**src/rtl/viterbi_channel_sim.sv**
```systemverilog
`default_nettype none
// ============================================================================
// Module      : viterbi_channel_sim
// Description : Bit-error channel model between a convolutional encoder and a
//               Viterbi decoder. Registers each coded symbol and flips
//               selected bits in one of four modes: off, LFSR-random, burst
//               or fixed-period. Saturating counters record symbols passed,
//               corrupted symbols and flipped bits.
//               Optional macro VITERBI_CHAN_INJ_ROTATE_EN: each trigger flips
//               a single lane, rotating through the set bits of lane_mask_i.
// Revision    : 1.0 - initial release
// ============================================================================
module viterbi_channel_sim #(
    parameter int                SYM_W     = 2,
    parameter int                LFSR_W    = 16,
    parameter logic [LFSR_W-1:0] LFSR_TAPS = 16'hB400,
    parameter logic [LFSR_W-1:0] SEED      = 16'hACE1,
    parameter int                CNT_W     = 16,
    parameter int                LEN_W     = 4
) (
    input  logic              clk,
    input  logic              rst,
    input  logic              valid_i,
    input  logic [SYM_W-1:0]  sym_i,
    input  logic [1:0]        mode_i,
    input  logic [LFSR_W-1:0] thresh_i,
    input  logic [SYM_W-1:0]  lane_mask_i,
    input  logic [LEN_W-1:0]  burst_len_i,
    input  logic [LEN_W-1:0]  period_i,
    input  logic              clr_i,
    output logic              valid_o,
    output logic [SYM_W-1:0]  sym_o,
    output logic [SYM_W-1:0]  err_inj_o,
    output logic [CNT_W-1:0]  sym_ct_o,
    output logic [CNT_W-1:0]  inj_sym_ct_o,
    output logic [CNT_W-1:0]  inj_bit_ct_o,
    output logic              sat_o
);

    localparam logic [1:0] c_MODE_OFF    = 2'd0;
    localparam logic [1:0] c_MODE_RANDOM = 2'd1;
    localparam logic [1:0] c_MODE_BURST  = 2'd2;
    localparam logic [1:0] c_MODE_PERIOD = 2'd3;

    typedef enum logic [1:0] {
        ST_IDLE  = 2'd0,
        ST_BURST = 2'd1,
        ST_GAP   = 2'd2
    } state_t;

    // ------------------------------------------------------------------
    // State
    // ------------------------------------------------------------------
    logic [LFSR_W-1:0] r_lfsr;
    state_t            r_state;
    logic [LEN_W-1:0]  r_bcnt;
    logic [LEN_W-1:0]  r_pcnt;
    logic              r_valid;
    logic [SYM_W-1:0]  r_sym;
    logic [SYM_W-1:0]  r_err;
    logic [CNT_W-1:0]  r_sym_ct;
    logic [CNT_W-1:0]  r_inj_sym_ct;
    logic [CNT_W-1:0]  r_inj_bit_ct;
    logic              r_sat;

    // ------------------------------------------------------------------
    // Trigger decode
    // ------------------------------------------------------------------
    logic              w_rand_hit;
    logic [LEN_W-1:0]  w_len_eff;
    logic [LEN_W:0]    w_bcnt_inc;
    logic              w_b_last;
    logic [LEN_W:0]    w_pcnt_inc;
    logic              w_period_hit;
    logic              w_trig;
    logic [SYM_W-1:0]  w_flip;

    assign w_rand_hit   = (r_lfsr < thresh_i);
    // A zero burst length behaves as a length of one.
    assign w_len_eff    = (burst_len_i == '0) ? LEN_W'(1) : burst_len_i;
    assign w_bcnt_inc   = {1'b0, r_bcnt} + (LEN_W+1)'(1);
    assign w_b_last     = (w_bcnt_inc == {1'b0, w_len_eff});
    // One extra bit keeps period_i==0 from ever matching.
    assign w_pcnt_inc   = {1'b0, r_pcnt} + (LEN_W+1)'(1);
    assign w_period_hit = (w_pcnt_inc == {1'b0, period_i});

    // Select whether the current symbol is to be corrupted
    always_comb begin
        w_trig = 1'b0;
        case (mode_i)
            c_MODE_RANDOM: w_trig = w_rand_hit;
            c_MODE_BURST: begin
                case (r_state)
                    ST_IDLE:  w_trig = w_rand_hit;
                    ST_BURST: w_trig = 1'b1;
                    default:  w_trig = 1'b0;
                endcase
            end
            c_MODE_PERIOD: w_trig = w_period_hit;
            default:       w_trig = 1'b0;
        endcase
    end

`ifdef VITERBI_CHAN_INJ_ROTATE_EN
    // ------------------------------------------------------------------
    // Single-lane rotation: pointer remembers the last flipped lane
    // ------------------------------------------------------------------
    localparam int c_PTR_W = (SYM_W > 1) ? $clog2(SYM_W) : 1;

    logic [c_PTR_W-1:0]   r_rot_ptr;
    logic [c_PTR_W-1:0]   w_rot_lane;
    logic                 w_rot_found;
    logic [2*SYM_W-1:0]   w_mask_dbl;
    logic [SYM_W-1:0]     w_mask_from_ptr;
    logic [SYM_W-1:0]     w_rot_flip;

    // Find the next enabled lane after the pointer, wrapping around
    always_comb begin
        w_mask_dbl      = {lane_mask_i, lane_mask_i};
        w_mask_from_ptr = SYM_W'(w_mask_dbl >> (int'(r_rot_ptr) + 1));
        w_rot_found     = 1'b0;
        w_rot_lane      = r_rot_ptr;
        // Descending scan so the nearest lane is the one that sticks.
        for (int j = SYM_W - 1; j >= 0; j--) begin
            if (w_mask_from_ptr[j]) begin
                w_rot_found = 1'b1;
                w_rot_lane  = c_PTR_W'((int'(r_rot_ptr) + 1 + j) % SYM_W);
            end
        end
        w_rot_flip = '0;
        for (int i = 0; i < SYM_W; i++) begin
            w_rot_flip[i] = w_rot_found && (c_PTR_W'(i) == w_rot_lane);
        end
        w_flip = w_trig ? w_rot_flip : '0;
    end

    // Advance the rotation pointer only when a lane is actually flipped
    always_ff @(posedge clk or posedge rst) begin
        if (rst) begin
            r_rot_ptr <= c_PTR_W'(SYM_W - 1);
        end else if (valid_i && w_trig && w_rot_found) begin
            r_rot_ptr <= w_rot_lane;
        end
    end
`else
    assign w_flip = w_trig ? lane_mask_i : '0;
`endif

    // ------------------------------------------------------------------
    // Counter increments
    // ------------------------------------------------------------------
    logic [CNT_W:0]   w_pop;
    logic [CNT_W-1:0] w_sym_ct_nxt;
    logic [CNT_W-1:0] w_inj_sym_nxt;
    logic [CNT_W-1:0] w_inj_bit_nxt;

    function automatic logic [CNT_W-1:0] f_sat_add(input logic [CNT_W-1:0] a,
                                                   input logic [CNT_W:0]   inc);
        logic [CNT_W:0] s;
        s = {1'b0, a} + inc;
        return s[CNT_W] ? '1 : s[CNT_W-1:0];
    endfunction

    // Count flipped bits and form the saturated next counter values
    always_comb begin
        w_pop = '0;
        for (int i = 0; i < SYM_W; i++) begin
            w_pop = w_pop + (CNT_W+1)'(w_flip[i]);
        end
        w_sym_ct_nxt  = f_sat_add(r_sym_ct, (CNT_W+1)'(1));
        w_inj_sym_nxt = f_sat_add(r_inj_sym_ct, (CNT_W+1)'(w_flip != '0));
        w_inj_bit_nxt = f_sat_add(r_inj_bit_ct, w_pop);
    end

    // ------------------------------------------------------------------
    // Sequential logic
    // ------------------------------------------------------------------

    // Galois LFSR, one step per accepted symbol
    always_ff @(posedge clk or posedge rst) begin
        if (rst) begin
            r_lfsr <= SEED;
        end else if (valid_i) begin
            r_lfsr <= r_lfsr[0] ? ((r_lfsr >> 1) ^ LFSR_TAPS) : (r_lfsr >> 1);
        end
    end

    // Burst FSM: IDLE waits for a random hit, BURST flips, GAP rests
    always_ff @(posedge clk or posedge rst) begin
        if (rst) begin
            r_state <= ST_IDLE;
            r_bcnt  <= '0;
        end else if (mode_i != c_MODE_BURST) begin
            r_state <= ST_IDLE;
            r_bcnt  <= '0;
        end else if (valid_i) begin
            case (r_state)
                ST_IDLE: begin
                    if (w_rand_hit) begin
                        // A length-one burst is finished by its first symbol.
                        if (w_b_last) begin
                            r_state <= ST_GAP;
                            r_bcnt  <= '0;
                        end else begin
                            r_state <= ST_BURST;
                            r_bcnt  <= w_bcnt_inc[LEN_W-1:0];
                        end
                    end
                end
                ST_BURST: begin
                    if (w_b_last) begin
                        r_state <= ST_GAP;
                        r_bcnt  <= '0;
                    end else begin
                        r_bcnt  <= w_bcnt_inc[LEN_W-1:0];
                    end
                end
                ST_GAP: begin
                    if (w_b_last) begin
                        r_state <= ST_IDLE;
                        r_bcnt  <= '0;
                    end else begin
                        r_bcnt  <= w_bcnt_inc[LEN_W-1:0];
                    end
                end
                default: begin
                    r_state <= ST_IDLE;
                    r_bcnt  <= '0;
                end
            endcase
        end
    end

    // Period counter, wraps on each periodic hit
    always_ff @(posedge clk or posedge rst) begin
        if (rst) begin
            r_pcnt <= '0;
        end else if (mode_i != c_MODE_PERIOD) begin
            r_pcnt <= '0;
        end else if (valid_i) begin
            r_pcnt <= w_period_hit ? '0 : w_pcnt_inc[LEN_W-1:0];
        end
    end

    // Output register: symbol and flip mask hold across invalid cycles
    always_ff @(posedge clk or posedge rst) begin
        if (rst) begin
            r_valid <= 1'b0;
            r_sym   <= '0;
            r_err   <= '0;
        end else begin
            r_valid <= valid_i;
            if (valid_i) begin
                r_sym <= sym_i ^ w_flip;
                r_err <= w_flip;
            end
        end
    end

    // Statistics counters with sticky saturation flag; clear wins
    always_ff @(posedge clk or posedge rst) begin
        if (rst) begin
            r_sym_ct     <= '0;
            r_inj_sym_ct <= '0;
            r_inj_bit_ct <= '0;
            r_sat        <= 1'b0;
        end else if (clr_i) begin
            r_sym_ct     <= '0;
            r_inj_sym_ct <= '0;
            r_inj_bit_ct <= '0;
            r_sat        <= 1'b0;
        end else if (valid_i) begin
            r_sym_ct     <= w_sym_ct_nxt;
            r_inj_sym_ct <= w_inj_sym_nxt;
            r_inj_bit_ct <= w_inj_bit_nxt;
            if ((&w_sym_ct_nxt) || (&w_inj_sym_nxt) || (&w_inj_bit_nxt)) begin
                r_sat <= 1'b1;
            end
        end
    end

    assign valid_o      = r_valid;
    assign sym_o        = r_sym;
    assign err_inj_o    = r_err;
    assign sym_ct_o     = r_sym_ct;
    assign inj_sym_ct_o = r_inj_sym_ct;
    assign inj_bit_ct_o = r_inj_bit_ct;
    assign sat_o        = r_sat;

endmodule
`default_nettype wire

```
**config.mk**
```make
export PLATFORM = sky130hd
export DESIGN_NAME = viterbi_channel_sim
export DESIGN_NICKNAME = d
export VERILOG_FILES = /design/src/rtl/viterbi_channel_sim.sv
export SDC_FILE = /design/constraint.sdc
export NUM_CORES = 1
export LEC_CHECK = 0
export ABC_AREA = 1
export BUFFER_PORTS_ARGS = -buffer_cell sky130_fd_sc_hd__buf_4
export CORE_MARGIN = 3
export CORE_UTILIZATION = 58
export DETAILED_ROUTE_END_ITERATION = 12
export PLACE_DENSITY = 0.93
export SETUP_SLACK_MARGIN = 0.02
export SYNTH_ARGS = -nofsm -noshare
export SYNTH_HDL_FRONTEND = slang
export SYNTH_SLANG_ARGS = --single-unit
```
**constraint.sdc**
```tcl
create_clock -name clk -period 4.6 [get_ports clk]
set_clock_uncertainty 0.15 [all_clocks]
set_input_delay 0.92 -clock clk [delete_from_list [all_inputs] [get_ports clk]]
set_output_delay 0.92 -clock clk [all_outputs]
set_load 0.01 [all_outputs]
```
==> results.json <==
{
  "rrSetupSlack_ns": 0.57,
  "core_area_sq_um": 8890,
  "fmax_mhz": 238,
  "vdd_drop_max_v": 0.000237,
  "clock_latency_ns": 0.36,
  "area_delta_synth_final_pct": 17.4,
  "hold_viol_final": 0,
  "yosysTopAreaCell": "dfrtp_1",
  "start_util": 0.609,
  "critPathCaptureType": "flip-flop",
  "powerDensity_nw_per_um2": 274,
  "final.fill_count": 708,
  "maxCapViolations": 0,
  "hpwl_um": 9870,
  "yosysMostFrequentCell": "nand2_1",
  "num_rows": 34,
  "cts_tree": "done",
  "cp.required_ns": 4.74,
  "dieHeight_um": 103,
  "overflow": 0,
  "avgSynthCellArea_sq_um": 7.01,
  "cp_data_arrival_time_ns": 4.34,
  "wirelength_um": 13500,
  "netlist_top_cells_count": "nand2_1, inv_1, nand3_1, dfrtp_1, nor2_1",
  "drv_slew": 0,
  "grt_pass1_wl_um": 22600,
  "status": "completed",
  "numClockSinks": 80,
  "fin_nets": 912,
  "yosysWarnings": 0,
  "synth_ff_type": "dfrtp_1",
  "wl_per_cell_um": 13.9,
  "cts.clk_slew.worst_paths_ns": 0.09,
  "drtAntennaViolNets": 0,
  "path_class": "input port to flip-flop",
  "drt-initial-drc-count": 401,
  "start_kind": "input port",
  "final_layout_size_suffix_gt1_frac": 0.171,
  "total_power_mw": 1.75,
  "critPathMaxFanout": 10,
  "gr-usage-all-layers": 0.268,
  "leakagePower_nw": 3.06,
  "fin_tns_setup_ns": 0,
  "slew-limit-headroom": 0.219,
  "cts_setup_buffers": 0,
  "antenna_found_initial": 0,
  "pre_cts_slack_ns": 0.101,
  "rsz0062_at_grt": "no",
  "place_congestion": 0.957,
  "cts_resized": 0,
  "die_area_sq_um": 10500,
  "vias": 5422,
  "drc_errors": 0,
  "setup_violations": 0,
  "grt_pass1_vias": 4864,
  "io_pins": 88,
  "synthCells": 773,
  "syn-num-nets": 829,
  "setup_ws_ns": 0.398,
  "portBuffers": 87,
  "die_width_um": 103,
  "clockBufferDepth": 2,
  "first_pass_iters": 5,
  "seq_area_frac_synth": 0.371,
  "routed_via_density": 5.60,
  "ys_types": 34,
  "yosys-top-cells-area": "dfrtp_1, nand2_1, nand3_1",
  "synth_edf_count": 0,
  "fin_area_sq_um": 6360,
  "yosysTopAreaCellShare": 0.333,
  "worst_pin_slew_ns": 1.17,
  "place_area_sq_um": 6150,
  "hp-class": "flip-flop to flip-flop",
  "cts_hold_buf": 0,
  "htree_levels": 3,
  "cts_buffers": 9,
  "synth_seq_cells": 80,
  "syn-cell-area_sq_um": 5420,
  "synth-async-reset-ratio": 1.00,
  "fin_crit_sh": 0.914,
  "fin_crit_ns": 4.20,
  "grt_start_max_net_pins": 72,
  "num_antenna_cells": 0,
  "whs_ns": 0.352,
  "cts_root_buffer": "clkbuf_8"
}
## path summary, 6_finish.rpt
path	cells past startpoint	from	to
max in group asynchronous	3	rst	r_lfsr[15]
setup / recovery	26	thresh_i[9]	sat_o
min in group asynchronous	2	rst	sym_ct_o[14]
setup reg to reg	24	r_lfsr[5]	sat_o
hold reg to reg	2	r_lfsr[6]	r_lfsr[5]
hold / removal	2	r_lfsr[6]	r_lfsr[5]
## critical path, cell delays in order
cell and delay (ns):
buf_4 0.08, inv_1 0.03, ha_1 0.29, nand2_1 0.07, inv_1 0.03, nor2_1 0.06, o21ai_0 0.07, a21oi_1 0.25
nand3_1 0.11, nand2_1 0.13, nand3_1 0.17, fa_1 0.44, inv_1 0.12, ha_1 0.20, nand2_2 0.11, nor2_4 0.16
nand2_2 0.09, nor2_4 0.25, inv_4 0.10, o21ai_0 0.10, nand2_1 0.08, nor2_1 0.10, nand3_1 0.09, nand3_1 0.07
nand2_1 0.06, a21oi_2 0.12
## state kept, by name, indices dropped and copies added, names as in the netlist
register      count
sat_o             1
sym_o             2
r_bcnt            4
r_state           2
sym_ct_o         16
valid_o           1
r_lfsr           16
err_inj_o         2
r_pcnt            4
inj_sym_ct_o     16
inj_bit_ct_o     16
## metrics by stage
stage,instances,util
after floorplan,773,-
after global placement,953,0.692
after detailed placement,953,0.692
after CTS,969,0.716
after global routing,969,0.716
final,969,0.716
## layout make-up
cell class	instances	area, sq um	area share
clock buffers	10	138	0.0216
clock inverters	6	75.1	0.0118
inverters	106	402	0.0631
multi-input cells	569	2930	0.460
flip-flops and latches	80	2010	0.316
well taps	108	135	0.0212
repair buffers	90	676	0.106
## layer usage
layer	up-vias	share of wire	GRT usage
met4	0	0.017	0.0696
li1	2691	-	-
met1	2488	0.44	0.383
met2	216	0.47	0.423
met5	-	0	0
met3	27	0.074	0.0467
## cells by family (layout without fill, tap and decap cells)
group	count (synthesis)	count (layout)	share of synthesized area
AO/OA/AOI/OAI	106	106	0.104
XOR/XNOR	21	21	0.0339
adder cells (fa/ha/maj)	22	22	0.0522
buffers and inverters	124	212	0.0891
flip-flops	80	80	0.371
AND/OR/NAND/NOR	420	420	0.349
## power breakdown
group / internal, mW / switching (mW) / total, mW / leakage, nW
sequential: 0.782 / 0.0641 / 0.846 / 1.07
clock: 0.274 / 0.285 / 0.560 / 0.105
combinational: 0.143 / 0.197 / 0.340 / 1.89
total: 1.20 / 0.547 / 1.75 / 3.06
## cell usage in the layout (no fill, tap or decap), types with 2 or more instances in the layout
| cell type | count |
|---|---|
| nor2_4 | 8 |
| nor2_1 | 71 |
| nand3_2 | 3 |
| dfrtp_1 | 72 |
| inv_6 | 2 |
| o211ai_1 | 2 |
| o21ai_0 | 68 |
| inv_1 | 101 |
| xor2_1 | 13 |
| nand2_1 | 199 |
| xnor2_1 | 8 |
| ha_1 | 21 |
| a21oi_1 | 15 |
| nand2_2 | 10 |
| nor2_2 | 3 |
| o22ai_1 | 17 |
| nand4_1 | 17 |
| or2_2 | 2 |
| dfstp_2 | 8 |
| inv_2 | 2 |
| nor3_1 | 3 |
| buf_4 | 90 |
| nand3_1 | 101 |
| clkbuf_8 | 10 |
Power figures use the tool's default switching activity.
